[src/rtl/move_chunker.sv]
// Splits a signed XY move into per-axis chunks no larger than +/-MAXC and feeds
// them one at a time to an XY stepper controller, waiting for each to finish.
module move_chunker #(
    parameter int IN_BITS      = 16,
    parameter int OUT_BITS     = 8,
    parameter int GUARD_CYCLES = 2
) (
    input  logic                clk,
    input  logic                reset,
    input  logic                clk_en,
    input  logic                in_valid,
    output logic                in_ready,
    input  logic [IN_BITS-1:0]  in_dx,
    input  logic [IN_BITS-1:0]  in_dy,
    output logic [OUT_BITS-1:0] num_steps_x,
    output logic [OUT_BITS-1:0] num_steps_y,
    output logic                trigger,
    input  logic                stepper_done,
    output logic                busy,
    output logic                done
);

    localparam logic [2:0] IDLE      = 3'd0;
    localparam logic [2:0] LOAD      = 3'd1;
    localparam logic [2:0] ISSUE     = 3'd2;
    localparam logic [2:0] GUARD     = 3'd3;
    localparam logic [2:0] WAIT_DONE = 3'd4;
    localparam logic [2:0] FINISH    = 3'd5;

    localparam int GW = (GUARD_CYCLES > 1) ? $clog2(GUARD_CYCLES) : 1;
    localparam logic [GW-1:0] GUARD_LAST = GW'(GUARD_CYCLES - 1);
    // Symmetric limit keeps the most-negative OUT_BITS code out of the chunk stream.
    localparam logic signed [IN_BITS-1:0] MAXC = IN_BITS'((2 ** (OUT_BITS - 1)) - 1);

    function automatic logic signed [IN_BITS-1:0] clamp_chunk(input logic signed [IN_BITS-1:0] v);
        if (v > MAXC) begin
            clamp_chunk = MAXC;
        end else if (v < -MAXC) begin
            clamp_chunk = -MAXC;
        end else begin
            clamp_chunk = v;
        end
    endfunction

    logic [2:0]                 state_r, state_s;
    logic signed [IN_BITS-1:0]  rem_x_r, rem_x_s, rem_y_r, rem_y_s;
    logic signed [IN_BITS-1:0]  chunk_x_s, chunk_y_s;
    logic [OUT_BITS-1:0]        steps_x_r, steps_x_s, steps_y_r, steps_y_s;
    logic [GW-1:0]              guard_cnt_r, guard_cnt_s;
    logic                       trigger_r, done_r, busy_r, in_ready_r;

    assign chunk_x_s = clamp_chunk(rem_x_r);
    assign chunk_y_s = clamp_chunk(rem_y_r);

    // Next-state and datapath update for one enabled cycle.
    always_comb begin
        state_s     = state_r;
        rem_x_s     = rem_x_r;
        rem_y_s     = rem_y_r;
        steps_x_s   = steps_x_r;
        steps_y_s   = steps_y_r;
        guard_cnt_s = guard_cnt_r;
        case (state_r)
            IDLE: begin
                if (in_valid) begin
                    rem_x_s = $signed(in_dx);
                    rem_y_s = $signed(in_dy);
                    state_s = LOAD;
                end else begin
                    state_s = IDLE;
                end
            end
            LOAD: begin
                if ((rem_x_r == '0) && (rem_y_r == '0)) begin
                    state_s = FINISH;
                end else begin
                    steps_x_s = chunk_x_s[OUT_BITS-1:0];
                    steps_y_s = chunk_y_s[OUT_BITS-1:0];
                    rem_x_s   = rem_x_r - chunk_x_s;
                    rem_y_s   = rem_y_r - chunk_y_s;
                    state_s   = ISSUE;
                end
            end
            ISSUE: begin
                guard_cnt_s = '0;
                state_s     = GUARD;
            end
            GUARD: begin
                if (guard_cnt_r == GUARD_LAST) begin
                    guard_cnt_s = '0;
                    state_s     = WAIT_DONE;
                end else begin
                    guard_cnt_s = guard_cnt_r + 1'b1;
                end
            end
            WAIT_DONE: begin
                if (stepper_done) begin
                    state_s = LOAD;
                end else begin
                    state_s = WAIT_DONE;
                end
            end
            FINISH: begin
                state_s = IDLE;
            end
            default: begin
                state_s = IDLE;
            end
        endcase
    end

    // State, datapath and output registers; outputs are decoded from the next state.
    always_ff @(posedge clk) begin
        if (reset) begin
            state_r     <= IDLE;
            rem_x_r     <= '0;
            rem_y_r     <= '0;
            steps_x_r   <= '0;
            steps_y_r   <= '0;
            guard_cnt_r <= '0;
            trigger_r   <= 1'b0;
            done_r      <= 1'b0;
            busy_r      <= 1'b0;
            in_ready_r  <= 1'b1;
        end else if (clk_en) begin
            state_r     <= state_s;
            rem_x_r     <= rem_x_s;
            rem_y_r     <= rem_y_s;
            steps_x_r   <= steps_x_s;
            steps_y_r   <= steps_y_s;
            guard_cnt_r <= guard_cnt_s;
            trigger_r   <= (state_s == ISSUE);
            done_r      <= (state_s == FINISH);
            busy_r      <= (state_s != IDLE);
            in_ready_r  <= (state_s == IDLE);
        end
    end

    assign num_steps_x = steps_x_r;
    assign num_steps_y = steps_y_r;
    assign trigger     = trigger_r;
    assign done        = done_r;
    assign busy        = busy_r;
    assign in_ready    = in_ready_r;

endmodule

[config.mk]
export PLATFORM = sky130hd
export DESIGN_NAME = move_chunker
export DESIGN_NICKNAME = d
export VERILOG_FILES = /design/src/rtl/move_chunker.sv
export SDC_FILE = /design/constraint.sdc
export NUM_CORES = 1
export LEC_CHECK = 0
export BUFFER_PORTS_ARGS = -buffer_cell sky130_fd_sc_hd__buf_2
export CAP_MARGIN = 20
export CORE_ASPECT_RATIO = 1.5
export CORE_UTILIZATION = 39
export DETAILED_ROUTE_END_ITERATION = 16
export HOLD_SLACK_MARGIN = 0.05
export PLACE_DENSITY = 0.67
export SYNTH_ARGS = -nofsm -noshare
export SYNTH_HDL_FRONTEND = slang
export SYNTH_SLANG_ARGS = --single-unit
[constraint.sdc]
create_clock -name clk -period 6.2 [get_ports clk]
set_clock_uncertainty 0.2 [all_clocks]
set_input_delay 0.62 -clock clk [delete_from_list [all_inputs] [get_ports clk]]
set_output_delay 0.62 -clock clk [all_outputs]
set_load 0.05 [all_outputs]
==> results of run 1 <==
==> kinds of logic after synthesis <==
family          Yosys count
simple gates            202
fa+ha+maj                34
xor+xnor                 20
flops                    56
mux                       5
buf+inv                  47
compound gates          176
==> worst min-delay path, cell delays in order, from the launching register on <==
cell and delay (ps):
dfxtp_1 310, inv_1 40, o21ai_0 60
==> registers in the layout, indices dropped and copies added (netlist names) <==
register and cells:
num_steps_x 8, state_r 3, busy 1, trigger 1, done 1, num_steps_y 8, rem_x_r 16, in_ready 1
guard_cnt_r 1, rem_y_r 16
==> path summary, 6_finish.rpt <==
path                            cells past startpoint        from  slack [ps]          end
worst max register to register                     19  rem_y_r[5]        1210  rem_y_r[12]
worst min-delay path                                2    in_ready         250     in_ready
worst min register to register                      2    in_ready         250     in_ready
worst max-delay path                               19  rem_y_r[5]        1210  rem_y_r[12]
==> cells in the final DEF, fill, tap and decap left out, drive strengths merged, types with 4 or more instances in the layout <==
| cell type | netlist | layout |
|---|---|---|
| a211oi | 32 | 32 |
| mux2i | 5 | 5 |
| nand3 | 16 | 16 |
| ha | 32 | 32 |
| or4 | 4 | 4 |
| o211ai | 5 | 5 |
| a21o | 9 | 9 |
| nor2 | 70 | 70 |
| a311oi | 8 | 8 |
| nor4 | 5 | 5 |
| o21ai | 35 | 35 |
| and3 | 4 | 4 |
| a221oi | 5 | 5 |
| nand2b | 4 | 4 |
| xor2 | 4 | 4 |
| inv | 18 | 20 |
| a31oi | 11 | 11 |
| dfxtp | 56 | 56 |
| a21oi | 48 | 48 |
| nor3 | 20 | 20 |
| o31ai | 4 | 4 |
| nand2 | 60 | 60 |
| nand4 | 7 | 7 |
| xnor2 | 16 | 16 |
| nor2b | 4 | 4 |
| buf | 11 | 61 |
| clkbuf | 18 | 5 |
==> power breakdown <==
part | leakage [nW] | switching, W | internal [W] | total [W]
Sequential | 0.459 | 0.0000329 | 0.000386 | 0.000418
Clock | 0.0748 | 0.000152 | 0.000154 | 0.000306
Combinational | 1.34 | 0.000335 | 0.000222 | 0.000557
==> per-stage QoR <==
step	hold slack, ps	power [W]	utilization, %	cells
2_1_floorplan	256	0.000862	-	540
3_3_place_gp	231	0.000966	44.1	713
3_5_place_dp	246	0.000976	44.1	713
4_1_cts	262	0.00129	45.6	721
5_1_grt	281	0.00137	45.6	721
6_report	252	0.00128	45.6	721
==> metal layers <==
metal	global-route usage, %	vias to the layer above	share of wire, %
li1	-	2057	-
met1	23.0	1900	40
met2	38.7	92	53
met3	2.70	32	3.8
met4	9.51	0	3.0
met5	0	-	0
==> area by class of cell <==
cell class | instances | area share [%]
tap | 141 | 3.77
multi-input combinational | 437 | 60.8
timing repair buffer | 61 | 6.80
clock inverter | 3 | 0.562
clock buffer | 5 | 2.68
inverter | 18 | 1.45
sequential | 56 | 24.0
==> results_dict.tcl, run 1 <==
set metrics [dict create \
    syn-num-nets 611 \
    grt_max_degree 57 \
    worstPathRequired_ps 6220 \
    avgViaCountPerCell 5.66 \
    seqCellArea_mm2 0.00112 \
    core_area_mm2 0.0102 \
    fmax_mhz 201 \
    synth_top_family_by_area "compound AO/OA/AOI/OAI gates" \
    synth_xor_area_share_pct 4.23 \
    synth_top_area_share_pct 27.1 \
    worst_slew_pin_slew_ps 1110 \
    dr.pass1.iters 4 \
    wirelength_um 11200 \
    dp_hpwl_um 7930 \
    yosys_warnings 0 \
    worstPathCellList "or4_4, nor4_4, nor3_1, nand4_1, ha_1, inv_1, nand3_1, ha_1, inv_1, fa_1, a21o_1, a21o_1, a221oi_1, o221ai_1, a31oi_1, nor2_1, o21ai_0, nand4_1, a311oi_1" \
    start_kind "flip-flop" \
    grt_pass1_vias 3891 \
    drive_gt1_share_pct 15.7 \
    syn_to_final_growth_pct 12.8 \
    netlist_top_cells_area "dfxtp_1 27%, ha_1 9.7%, nor2_1 6.3%" \
    dieHeight_um 128 \
    initial_core_util_pct 40.4 \
    crit_path_max_fanout 10 \
    synth_compound_area_share_pct 29.3 \
    setup_ws_ps 1210 \
    crit_buf_inv 2 \
    antenna_cells 0 \
    fin_area_mm2 0.00467 \
    cts_max_path_buffers 2 \
    rows 45 \
    status "complete, no violations" \
    clk_pin_slew_ps 80 \
    post_cts_resized 0 \
    ys_seq_area_share_pct 27.1 \
    multiInputGateArea_mm2 0.00284 \
    numCtsBuffers 5 \
    synth_top_cells_by_count "70 x nor2_1, 60 x nand2_1, 56 x dfxtp_1, 48 x a21oi_1, 34 x o21ai_0" \
    tns_ps 0 \
    ios 57 \
    die_w_um 86.2 \
    nFillCells 1099 \
    grt_pass1_wl_um 18300 \
    drcViolationCount 0 \
    hold_class "flip-flop to flip-flop" \
    synthCells 540 \
    synthMuxAreaShare_pct 1.21 \
    setup_viol 0 \
    p_per_area_mw_per_mm2 274 \
    port_buffers 56 \
    cts_tree "yes" \
    synth.most_common_cell "nor2_1" \
    fin_crit_sh_pct 80.4 \
    wl_per_cell_um 15.5 \
    cp.arrival_ps 5000 \
    post_cts_buffers 0 \
    vdd.ir_drop.worst_uv 150 \
    netlist_area_mm2 0.00414 \
    placed_cell_area_mm2 0.00452 \
    antenna_found_initial 0 \
    synth_area_leader_cell "dfxtp_1" \
    p_leak_nw 1.87 \
    via_count 4081 \
    synth-main-ff-cell "dfxtp_1" \
    drv_cap 0 \
    endpoint_kind "flip-flop" \
    clock_latency_ps 310 \
    synth_edf_count 0 \
    cts.sinks 56 \
    h-tree-depth 2 \
    pre_cts_slack_ps 1270 \
    grt_usage_pct 20.8 \
    synthArstFlopShare_pct 0 \
    netlist-cell-type-count 57 \
    gp_congestion 0.914 \
    drv_slew 0 \
    syn_area_per_cell_um2 7.67 \
    path_class "flip-flop to flip-flop" \
    hold_violations 0 \
    dieArea_mm2 0.0110 \
    slowest_stage "or4_4" \
    postRouteAntennaNets 0 \
    synth_fa_ha_area_share_pct 10.6 \
    critPathTopFamily "compound AO/OA/AOI/OAI gates" \
    slowest_delay_ps 560 \
    rsz0062_at_grt "no" \
    cts-root-buf "clkbuf_16" \
    cts_hold_buf 0 \
    synth-seq-cells 56 \
    yosys.area_share.simple_pct 22.7 \
    max_slew_margin_pct 26.0 \
    grt.overflow.total 0 \
    fin_crit_ps 4990 \
    num-nets-final 650 \
    drt_iter0_markers 143 \
]
(Power assumes the default switching activity.)
==> run 2: changes to the inputs <==
- ABC_AREA: unset -> 1
- PLACE_DENSITY: 0.67 -> 0.69
- clock period: 6.2 -> 4.2 ns (I/O delays scaled with it)
==> run 2 against run 1 <==
Effect of this change: die area grew 4.2%; final cell count grew 19%; via count grew 14%; sequential power grew 47%; sequential share of layout area shrank 0.90 points; clock-buffer cell count grew 1; clock power grew 38%; sequential cell count is the same; worst hold slack lost 63 ps; total power grew 56%; maximum frequency grew 28%; utilization shrank 0.26 points; largest power group unchanged.
==> results_dict.tcl, run 2 <==
set metrics [dict create \
    status "complete, no violations" \
    cts.sinks 56 \
    drt_iter0_markers 370 \
    p_sw_share_pct 44.0 \
    p_seq_share_pct 30.6 \
    drcViolationCount 0 \
    netlist-cell-type-count 42 \
    ff2ff_path_depth 20 \
    clk_pin_slew_ps 70 \
    p_leak_nw 2.31 \
    synth_top_area_share_pct 25.9 \
    dp_hpwl_um 9680 \
    slowest_delay_ps 520 \
    synth-seq-cells 56 \
    hold_violations 0 \
    p_comb_share_pct 48.3 \
    synth_xor_area_share_pct 1.42 \
    whs_path_depth 3 \
    post_cts_buffers 0 \
    final_common_cell "nand2_1" \
    num-nets-final 781 \
    synth_top_cells_by_count "134 x nand2_1, 88 x a21oi_1, 63 x inv_1, 59 x o21ai_0, 56 x dfxtp_1" \
    wirelength_um 12800 \
    max_slew_margin_pct 35.1 \
    rows 46 \
    synthMuxAreaShare_pct 0 \
    p_per_area_mw_per_mm2 412 \
    avgViaCountPerCell 5.44 \
    via_count 4648 \
    ios 57 \
    drv_slew 0 \
    initial_core_util_pct 40.4 \
    grt.overflow.total 0 \
    crit_buf_inv 1 \
    synth_fa_ha_area_share_pct 10.2 \
    cts_tree "yes" \
    wl_per_cell_um 15.0 \
    antenna_found_initial 0 \
    fin_crit_sh_pct 92.5 \
    worstPathRequired_ps 4160 \
    yosys_warnings 0 \
    syn_to_final_growth_pct 12.4 \
    drive_gt1_share_pct 12.9 \
    grt_max_degree 40 \
    port_buffers 56 \
    synth_edf_count 0 \
    yosys.area_share.simple_pct 29.0 \
    synthCells 664 \
    antenna_cells 0 \
    postRouteAntennaNets 0 \
    critPathTopFamily "simple AND/OR/NAND/NOR gates" \
    vdd.ir_drop.worst_uv 195 \
    start_kind "flip-flop" \
    numCtsBuffers 5 \
    drv_cap 0 \
    top_regs "rem_x_r: 16 flops, rem_y_r: 16 flops" \
    worstPathCellList "nor2_1, nand2_1, nor2_2, or4_1, ha_2, inv_1, a21oi_1, ha_1, a21oi_1, o21ai_0, nor2_1, nor2_1, nand3_1, nand2_1, nand3_1, nand2_1, nand2_1, nand3_1, nand3_1, a21oi_1" \
    dieArea_mm2 0.0115 \
    wl_met3_um 355 \
    core_area_mm2 0.0107 \
    most-common-layout-cells "134 x nand2_1, 88 x a21oi_1, 63 x inv_1" \
    power_frac_clock_pct 21.0 \
    slowest_stage "or4_1" \
    synthArstFlopShare_pct 0 \
    hold_class "primary input to flip-flop" \
    path_depth 20 \
    h-tree-depth 2 \
    worst_slew_pin_slew_ps 972 \
    cts_max_path_buffers 2 \
    dr.pass1.iters 8 \
    placed_cell_area_mm2 0.00471 \
    synth.most_common_cell "nand2_1" \
    clock_latency_ps 300 \
    gp_congestion 0.946 \
    die_w_um 88.0 \
    path_class "flip-flop to flip-flop" \
    crit_path_max_fanout 11 \
    endpoint_kind "flip-flop" \
    syn-num-nets 735 \
    p_int_w 0.00112 \
    synth_top_family_by_area "simple AND/OR/NAND/NOR gates" \
    fin_crit_ps 3890 \
    grt_pass1_wl_um 20600 \
    wl_met1_um 5100 \
    synth_compound_area_share_pct 24.6 \
    wl_met2_um 6950 \
    netlist_area_mm2 0.00432 \
    ys_seq_area_share_pct 25.9 \
    p_total_w 0.00200 \
    grt_usage_pct 22.7 \
    netlist_top_cells_area "dfxtp_1 26%, nand2_1 12%, a21oi_1 10%" \
    synth-main-ff-cell "dfxtp_1" \
    synth_area_leader_cell "dfxtp_1" \
    grt_pass1_vias 4424 \
    fin_area_mm2 0.00486 \
    syn_area_per_cell_um2 6.51 \
    fmax_mhz 257 \
    cp.arrival_ps 3850 \
    p_sw_w 0.000881 \
    cts-root-buf "clkbuf_16" \
    dieHeight_um 131 \
    setup_viol 0 \
    top_layer "met4" \
]
run 2: changes by cell type after synthesis, sizes merged, moves of 7 or more:
cell    delta
a21oi     +40
inv       +48
a21o       -9
nand2     +77
nor2      -15
or2        +7
o21ai     +34
a211oi    -28
nand3     +38
xnor2     -15
nor3       -8
o21a       +7
run 2: timing repair:
item | in CTS | in global routing
endpoints found under the setup margin | 0 | 3
hold buffers | 0 | 0
gates resized for setup | 0 | 1
run 2: path summary, 6_finish.rpt:
path	slack [ps]	to	from
min	190	rem_y_r[4]	in_dy[4]
max	310	rem_x_r[11]	rem_x_r[1]
min reg2reg	270	done	done
max reg2reg	310	rem_x_r[11]	rem_x_r[1]
run 2: cell type report:
type                            count  area [um2]
Inverter                           67         256
Sequential cell                    56        1120
Clock inverter                      2        16.3
Tap cell                          144         180
Clock buffer                        6         129
Multi-Input combinational cell    518        2830
Fill cell                        1168        5850
Timing Repair Buffer               62         325
run 2: kinds of logic (layout without fill, tap and decap cells):
kind of cell,count (synthesis),count (layout)
XOR/XNOR,7,7
buffers and inverters,90,137
AND/OR/NAND/NOR,286,286
flip-flops,56,56
AO/OA/AOI/OAI,191,191
adder cells (fa/ha/maj),34,34
run 2: worst reg2reg max path, delay by kind of cell (launching register included):
family          cells  cell delay, ps
compound gates      4             590
fa+ha+maj           2             790
buf+inv             1             160
flops               1             430
simple gates       13            1580
run 2: power by group through the flow:
stage / Combinational (W) / Sequential, W / Clock [W]
floorplan: 0.000700 / 0.000647 / 0
global placement: 0.000936 / 0.000623 / 0
detailed placement: 0.000951 / 0.000624 / 0
CTS: 0.000959 / 0.000612 / 0.000431
global route: 0.00109 / 0.000619 / 0.000456
finish: 0.000967 / 0.000613 / 0.000421
run 2: stage by stage:
| step | utilization [%] | hold slack [ps] | setup WS [ps] | TNS [ps] | instances |
|---|---|---|---|---|---|
| 3_3_place_gp | 44.0 | 253 | 295 | 0 | 847 |
| 6_report | 45.4 | 189 | 314 | 0 | 855 |
| 5_1_grt | 45.4 | 193 | -4.06 | -4.06 | 855 |
| 2_1_floorplan | - | 270 | 623 | 0 | 664 |
| 4_1_cts | 45.3 | 185 | 238 | 0 | 855 |
| 3_5_place_dp | 44.0 | 261 | 242 | 0 | 847 |
run 2: metal layers:
layer / vias up / track usage (%)
li1: 2356 / -
met1: 2176 / 26.2
met2: 89 / 42.1
met3: 27 / 2.26
met4: 0 / 9.35
met5: - / 0
